**config.mk**
```make
export PLATFORM = sky130hd
export DESIGN_NAME = eh2_ram_ctl
export DESIGN_NICKNAME = d
export VERILOG_FILES = /design/src/rtl/eh2_ram_ctl.sv
export SDC_FILE = /design/constraint.sdc
export NUM_CORES = 1
export LEC_CHECK = 0
export ABC_AREA = 1
export CAP_MARGIN = 40
export CORE_ASPECT_RATIO = 1.25
export CORE_MARGIN = 3
export CORE_UTILIZATION = 39
export DETAILED_ROUTE_END_ITERATION = 16
export PLACE_DENSITY = 0.81
export SLEW_MARGIN = 25
export SYNTH_ARGS = -nofsm -noshare
export SYNTH_HDL_FRONTEND = slang
export SYNTH_SLANG_ARGS = --single-unit
```
**constraint.sdc**
```tcl
create_clock -name CLK -period 4.1 [get_ports CLK]
set_clock_uncertainty 0.2 [all_clocks]
set_input_delay 1.025 -clock CLK [delete_from_list [all_inputs] [get_ports CLK]]
set_output_delay 1.025 -clock CLK [all_outputs]
set_load 0.01 [all_outputs]
```
**src/rtl/eh2_ram_ctl.sv**
```systemverilog
// Initiator-side controller for the single-port eh2 RAM macros: optional array clear after reset,
// then valid/ready read/write requests with an in-order read response channel.
module eh2_ram_ctl #(
    parameter int unsigned      DEPTH    = 4096,
    parameter int unsigned      WIDTH    = 39,
    parameter bit               INIT_EN  = 1'b1,
    parameter logic [WIDTH-1:0] INIT_VAL = '0
) (
    input  logic                     CLK,
    input  logic                     RST,
    input  logic                     req_valid,
    output logic                     req_ready,
    input  logic                     req_write,
    input  logic [$clog2(DEPTH)-1:0] req_addr,
    input  logic [WIDTH-1:0]         req_wdata,
    input  logic [WIDTH-1:0]         req_wmask,
    output logic                     rsp_valid,
    input  logic                     rsp_ready,
    output logic [WIDTH-1:0]         rsp_rdata,
    output logic                     init_done,
    output logic [$clog2(DEPTH)-1:0] ADR,
    output logic [WIDTH-1:0]         D,
    output logic [WIDTH-1:0]         WEM,
    output logic                     WE,
    output logic                     ME,
    input  logic [WIDTH-1:0]         Q
);

    localparam int unsigned AW = $clog2(DEPTH);
    localparam logic [AW-1:0] LAST_ADDR = AW'(DEPTH - 1);

    typedef enum logic {
        INIT = 1'b0,
        RUN  = 1'b1
    } state_t;

    state_t         state;
    state_t         state_nxt;
    logic [AW-1:0]  cnt;
    logic           rd_pend;
    logic [WIDTH-1:0] fifo_mem [2];
    logic           fifo_wp;
    logic           fifo_rp;
    logic [1:0]     count;
    logic           credit_ok;
    logic           accept;
    logic           bypass;
    logic           push;
    logic           pop;

    // NOTE: sequential state uses non-blocking assignments only; combinational blocks use blocking.
    always_ff @(posedge CLK) begin
        if (RST) state <= INIT_EN ? INIT : RUN;
        else     state <= state_nxt;
    end

    always_comb begin
        state_nxt = state;
        if (state == INIT && cnt == LAST_ADDR) state_nxt = RUN;
    end

    always_ff @(posedge CLK) begin
        if (RST) begin
            cnt       <= '0;
            init_done <= 1'b0;
        end else begin
            if (state == INIT) cnt <= cnt + AW'(1);
            init_done <= (state == RUN) || (state == INIT && cnt == LAST_ADDR);
        end
    end

    // Outstanding reads (buffered plus the one whose Q is on the bus) are capped at two.
    assign credit_ok = ({1'b0, count} + {2'b00, rd_pend}) < 3'd2;
    assign req_ready = !RST && (state == RUN) && credit_ok;
    assign accept    = req_valid && req_ready;

    assign bypass    = (count == 2'd0);
    assign rsp_valid = !RST && (rd_pend || !bypass);
    assign rsp_rdata = bypass ? Q : fifo_mem[fifo_rp];
    assign push      = rd_pend && !(bypass && rsp_ready);
    assign pop       = !bypass && rsp_valid && rsp_ready;

    always_ff @(posedge CLK) begin
        if (RST) begin
            rd_pend <= 1'b0;
            fifo_wp <= 1'b0;
            fifo_rp <= 1'b0;
            count   <= 2'd0;
        end else begin
            rd_pend <= accept && !req_write;
            if (push) fifo_wp <= !fifo_wp;
            if (pop)  fifo_rp <= !fifo_rp;
            count <= count + 2'(push) - 2'(pop);
        end
    end

    // NOTE: buffer storage is deliberately not reset; count alone says which entries are live.
    always_ff @(posedge CLK) begin
        if (push) fifo_mem[fifo_wp] <= Q;
    end

    always_ff @(posedge CLK) begin
        if (!RST) assert (!(push && !pop && count == 2'd2));
    end

    // NOTE: every output gets a default first so no path through the block infers a latch.
    always_comb begin
        ME  = 1'b0;
        WE  = 1'b0;
        ADR = req_addr;
        D   = req_wdata;
        WEM = req_wmask;
        if (!RST) begin
            if (state == INIT) begin
                ME  = 1'b1;
                WE  = 1'b1;
                ADR = cnt;
                D   = INIT_VAL;
                WEM = '1;
            end else if (accept) begin
                ME = 1'b1;
                WE = req_write;
            end
        end
    end

endmodule

```
==> impl_metrics.prom <==
# TYPE chip_impl_metric gauge
chip_impl_metric{name="worstSkewPairLatency",unit="ns"} 0.34
chip_impl_metric{name="wire_length_of_the_first_global_routing_pass",unit="mm"} 26.2
chip_impl_metric{name="ant_diodes",unit=""} 0
chip_impl_metric{name="period_needed",unit="ns"} 3.93
chip_impl_metric{name="cts_resized",unit=""} 0
chip_impl_metric{name="number_of_hold_repair_buffers_added_at_the_cts_stage",unit=""} 0
chip_impl_metric{name="port_buffers",unit=""} 267
chip_impl_metric{name="p_leak",unit="nW"} 3.23
chip_impl_metric{name="vias_per_cell",unit=""} 4.66
chip_impl_metric{name="core-area",unit="sq um"} 12200
chip_impl_info{name="clockRootBuffer",value="sky130_fd_sc_hd__clkbuf_16"} 1
chip_impl_metric{name="vias",unit=""} 4713
chip_impl_metric{name="remaining_number_of_nets_flagged_by_the_antenna_check_after_routing",unit=""} 0
chip_impl_metric{name="critical-path-max-stage-delay",unit="ns"} 0.53
chip_impl_metric{name="drcViolationCount",unit=""} 0
chip_impl_metric{name="syn_nets",unit=""} 719
chip_impl_info{name="tritoncts",value="done"} 1
chip_impl_metric{name="total_power",unit="W"} 0.00232
chip_impl_info{name="hp-class",value="reg -> reg"} 1
chip_impl_metric{name="power_per_cell_area",unit="nW/um^2"} 288
chip_impl_metric{name="grtUsageMet3",unit=""} 0.0855
chip_impl_info{name="worstPathCellList",value="clkdlybuf4s50_1, buf_4, nor2_4, nand2_2, a21oi_4, nand3_1, nand2_1, clkdlybuf4s50_1"} 1
chip_impl_metric{name="global_route.usage.met2",unit=""} 0.419
chip_impl_metric{name="tightest_slew",unit="ns"} 0.700
chip_impl_metric{name="total_routing_usage_gr",unit=""} 0.249
chip_impl_metric{name="ctsLongestPathBuffers",unit=""} 2
chip_impl_info{name="path_class",value="in -> out"} 1
chip_impl_metric{name="cts_inserted_buffers",unit=""} 9
chip_impl_metric{name="register_area",unit="sq um"} 2740
chip_impl_metric{name="slew-limit-headroom",unit=""} 0.533
chip_impl_info{name="rsz_0062_raised_after_global_routing",value="no"} 1
chip_impl_metric{name="multiInputGateArea",unit="sq um"} 1670
chip_impl_info{name="mostFrequentLayoutCells",value="267 x sky130_fd_sc_hd__clkdlybuf4s50_1, 116 x sky130_fd_sc_hd__nand2_1, 102 x sky130_fd_sc_hd__inv_1, 88 x sky130_fd_sc_hd__o21ai_0, 78 x sky130_fd_sc_hd__edfxtp_1"} 1
chip_impl_metric{name="critPathMaxFanout",unit=""} 10
chip_impl_metric{name="worst_setup_hold_path_clk_slew",unit="ns"} 0.07
chip_impl_metric{name="setup_viol",unit=""} 0
chip_impl_info{name="setup.worst_path.end_class",value="output port"} 1
chip_impl_metric{name="cp_data_arrival_time",unit="ns"} 2.71
chip_impl_metric{name="p_sw_frac",unit=""} 0.239
chip_impl_metric{name="clock-sinks",unit=""} 98
chip_impl_metric{name="power.share.combinational",unit=""} 0.182
chip_impl_metric{name="pin_count",unit=""} 268
chip_impl_metric{name="cellInternalPower",unit="W"} 0.00177
chip_impl_info{name="crit_slowest_cell",value="sky130_fd_sc_hd__clkdlybuf4s50_1"} 1
chip_impl_info{name="grt.busiest_layer",value="met2"} 1
chip_impl_metric{name="syn_to_final_growth",unit="%"} 64.1
chip_impl_metric{name="synth-warning-count",unit=""} 0
chip_impl_metric{name="post_synth.cell_area_avg",unit="sq um"} 8.46
chip_impl_metric{name="number_of_cells_produced_by_synthesis",unit=""} 582
chip_impl_metric{name="cts.repair_timing.setup_buffer_count",unit=""} 0
chip_impl_metric{name="drt_first_pass_iters",unit=""} 5
chip_impl_metric{name="gr-usage-met1",unit=""} 0.312
chip_impl_metric{name="final.fill_count",unit=""} 975
chip_impl_metric{name="htree_levels",unit=""} 3
chip_impl_metric{name="timing.setup.tns",unit="ns"} 0
chip_impl_metric{name="vdd.ir_drop.worst",unit="V"} 0.000273
chip_impl_metric{name="globalRoute.totalOverflow",unit=""} 0
chip_impl_metric{name="design.final.nets",unit=""} 979
chip_impl_metric{name="initial_core_util",unit=""} 0.403
chip_impl_metric{name="row_count",unit=""} 45
chip_impl_metric{name="finalCritPeriodShare",unit=""} 0.959
chip_impl_metric{name="power.clock.fraction",unit=""} 0.355
chip_impl_metric{name="max_cap_violations",unit=""} 0
chip_impl_metric{name="die_height",unit="microns"} 132
chip_impl_metric{name="die_width",unit="microns"} 106
chip_impl_metric{name="synth_area",unit="sq um"} 4920
chip_impl_metric{name="timing.fmax",unit="MHz"} 254
chip_impl_metric{name="synth_cell_types",unit=""} 24
chip_impl_metric{name="place.gp.congestion",unit=""} 0.929
chip_impl_info{name="most_common_cell_after_layout_fill_and_taps_aside",value="sky130_fd_sc_hd__clkdlybuf4s50_1"} 1
chip_impl_metric{name="data_required_time_at_the_worst_endpoint",unit="ns"} 2.87
chip_impl_metric{name="drt_iter0_markers",unit=""} 329
chip_impl_metric{name="detail_route.wirelength",unit="mm"} 17.8
chip_impl_metric{name="part_of_the_yosys_area_used_for_sequential_elements",unit=""} 0.557
chip_impl_info{name="worstSetupStartpointType",value="input pin"} 1
chip_impl_metric{name="first_global_vias",unit=""} 4528
chip_impl_info{name="crit_top_cell",value="sky130_fd_sc_hd__clkdlybuf4s50_1"} 1
chip_impl_metric{name="yosys_register_bits",unit=""} 98
chip_impl_metric{name="routed_wire_length_per_instance",unit="microns"} 17.6
chip_impl_metric{name="design.die.area",unit="sq um"} 14000
chip_impl_metric{name="drive_above_1_share",unit=""} 0.0933
chip_impl_metric{name="antenna_found_initial",unit=""} 2
chip_impl_metric{name="hpwlAfterDp",unit="mm"} 13.9
chip_impl_metric{name="drv_slew",unit=""} 0
chip_impl_info{name="outcome",value="finished clean"} 1
chip_impl_metric{name="fin_hold_viols",unit=""} 0
chip_impl_metric{name="p_seq_frac",unit=""} 0.462
chip_impl_metric{name="grt_max_degree",unit=""} 81
chip_impl_metric{name="total_switching_power",unit="W"} 0.000555
## Yosys cell counts
master,n,area (sq um)
sky130_fd_sc_hd__nand2_1,116,435
sky130_fd_sc_hd__inv_1,102,383
sky130_fd_sc_hd__o21ai_0,88,440
sky130_fd_sc_hd__edfxtp_1,78,2340
sky130_fd_sc_hd__nor2_1,59,221
sky130_fd_sc_hd__or2_2,39,244
sky130_fd_sc_hd__dfxtp_1,20,400
sky130_fd_sc_hd__clkbuf_1,13,48.8
sky130_fd_sc_hd__o21ai_1,11,55.1
sky130_fd_sc_hd__a21oi_1,10,50.1
sky130_fd_sc_hd__buf_2,9,45.0
sky130_fd_sc_hd__nand3_1,8,40.0
sky130_fd_sc_hd__nor3_1,6,30.0
sky130_fd_sc_hd__buf_4,4,30.0
sky130_fd_sc_hd__nand2_2,4,25.0
sky130_fd_sc_hd__ha_1,3,37.5
sky130_fd_sc_hd__nor2_4,3,33.8
sky130_fd_sc_hd__inv_2,2,7.51
sky130_fd_sc_hd__nor2_2,2,12.5
sky130_fd_sc_hd__a21oi_4,1,16.3
sky130_fd_sc_hd__buf_1,1,3.75
sky130_fd_sc_hd__clkinv_1,1,3.75
sky130_fd_sc_hd__nand4_1,1,6.26
sky130_fd_sc_hd__xnor2_1,1,8.76
## flip-flops by register name (all words and copies together), names as in the netlist, named ones only
register	count
state	1
init_done	1
fifo_rp	1
cnt	12
count	2
fifo_wp	1
fifo_mem	78
rd_pend	1
## per-layer routing
metal	wire length (microns)	vias to the layer above
met5	7	-
met4	285	2
met3	1600	17
met2	8550	220
met1	7380	2119
li1	-	2355
## stage by stage
stage	instance area (sq um)	setup slack, ns	hold slack, ns	instances	util
global placement	7770	0.196	0.253	995	0.636
finish	8070	0.167	0.269	1011	0.661
CTS	8070	0.164	0.271	1011	0.661
detailed placement	7770	0.174	0.259	995	0.636
global route	8070	0.0830	0.310	1011	0.661
floorplan	4920	0.608	0.248	582	-
## final timing paths
kind                                from        end  slack [ns]  cells after the start
worst min-delay path             fifo_rp  flip-flop        0.27                      2
worst max register to register  count[0]   count[1]        1.55                     10
worst min register to register   fifo_rp  flip-flop        0.27                      2
worst max-delay path                 RST         WE        0.17                      8
## cell families (layout without fill, tap and decap cells)
kind of cell | Yosys count | in the layout | synth area share
and+or+nand+nor | 238 | 238 | 0.213
buffers and inverters | 132 | 397 | 0.106
DFF | 98 | 98 | 0.557
xor gates and xnor gates | 1 | 1 | 0.00178
AOI/OAI and AO/OA | 110 | 110 | 0.114
adders and majority gates | 3 | 3 | 0.00763
## critical path, delay by kind of cell
kind                   cells  cell delay (ns)
AO/OA/AOI/OAI              1             0.14
AND/OR/NAND/NOR            4             0.35
buffers and inverters      3             1.19
## area by class of cell
cell class	count	share of cell area
Sequential cell	98	0.340
Tap cell	164	0.0254
Inverter	105	0.0488
Clock inverter	7	0.0101
Timing Repair Buffer	276	0.341
Multi-Input combinational cell	352	0.207
Clock buffer	9	0.0279
## power groups by stage
stage | sequential [W] | combinational, W | clock, W
3_3_place_gp | 0.00110 | 0.000419 | 0
3_5_place_dp | 0.00110 | 0.000420 | 0
4_1_cts | 0.00107 | 0.000425 | 0.000843
5_1_grt | 0.00107 | 0.000453 | 0.000883
2_1_floorplan | 0.00110 | 0.000118 | 0
6_report | 0.00107 | 0.000423 | 0.000826
(Power assumes the default switching activity.)
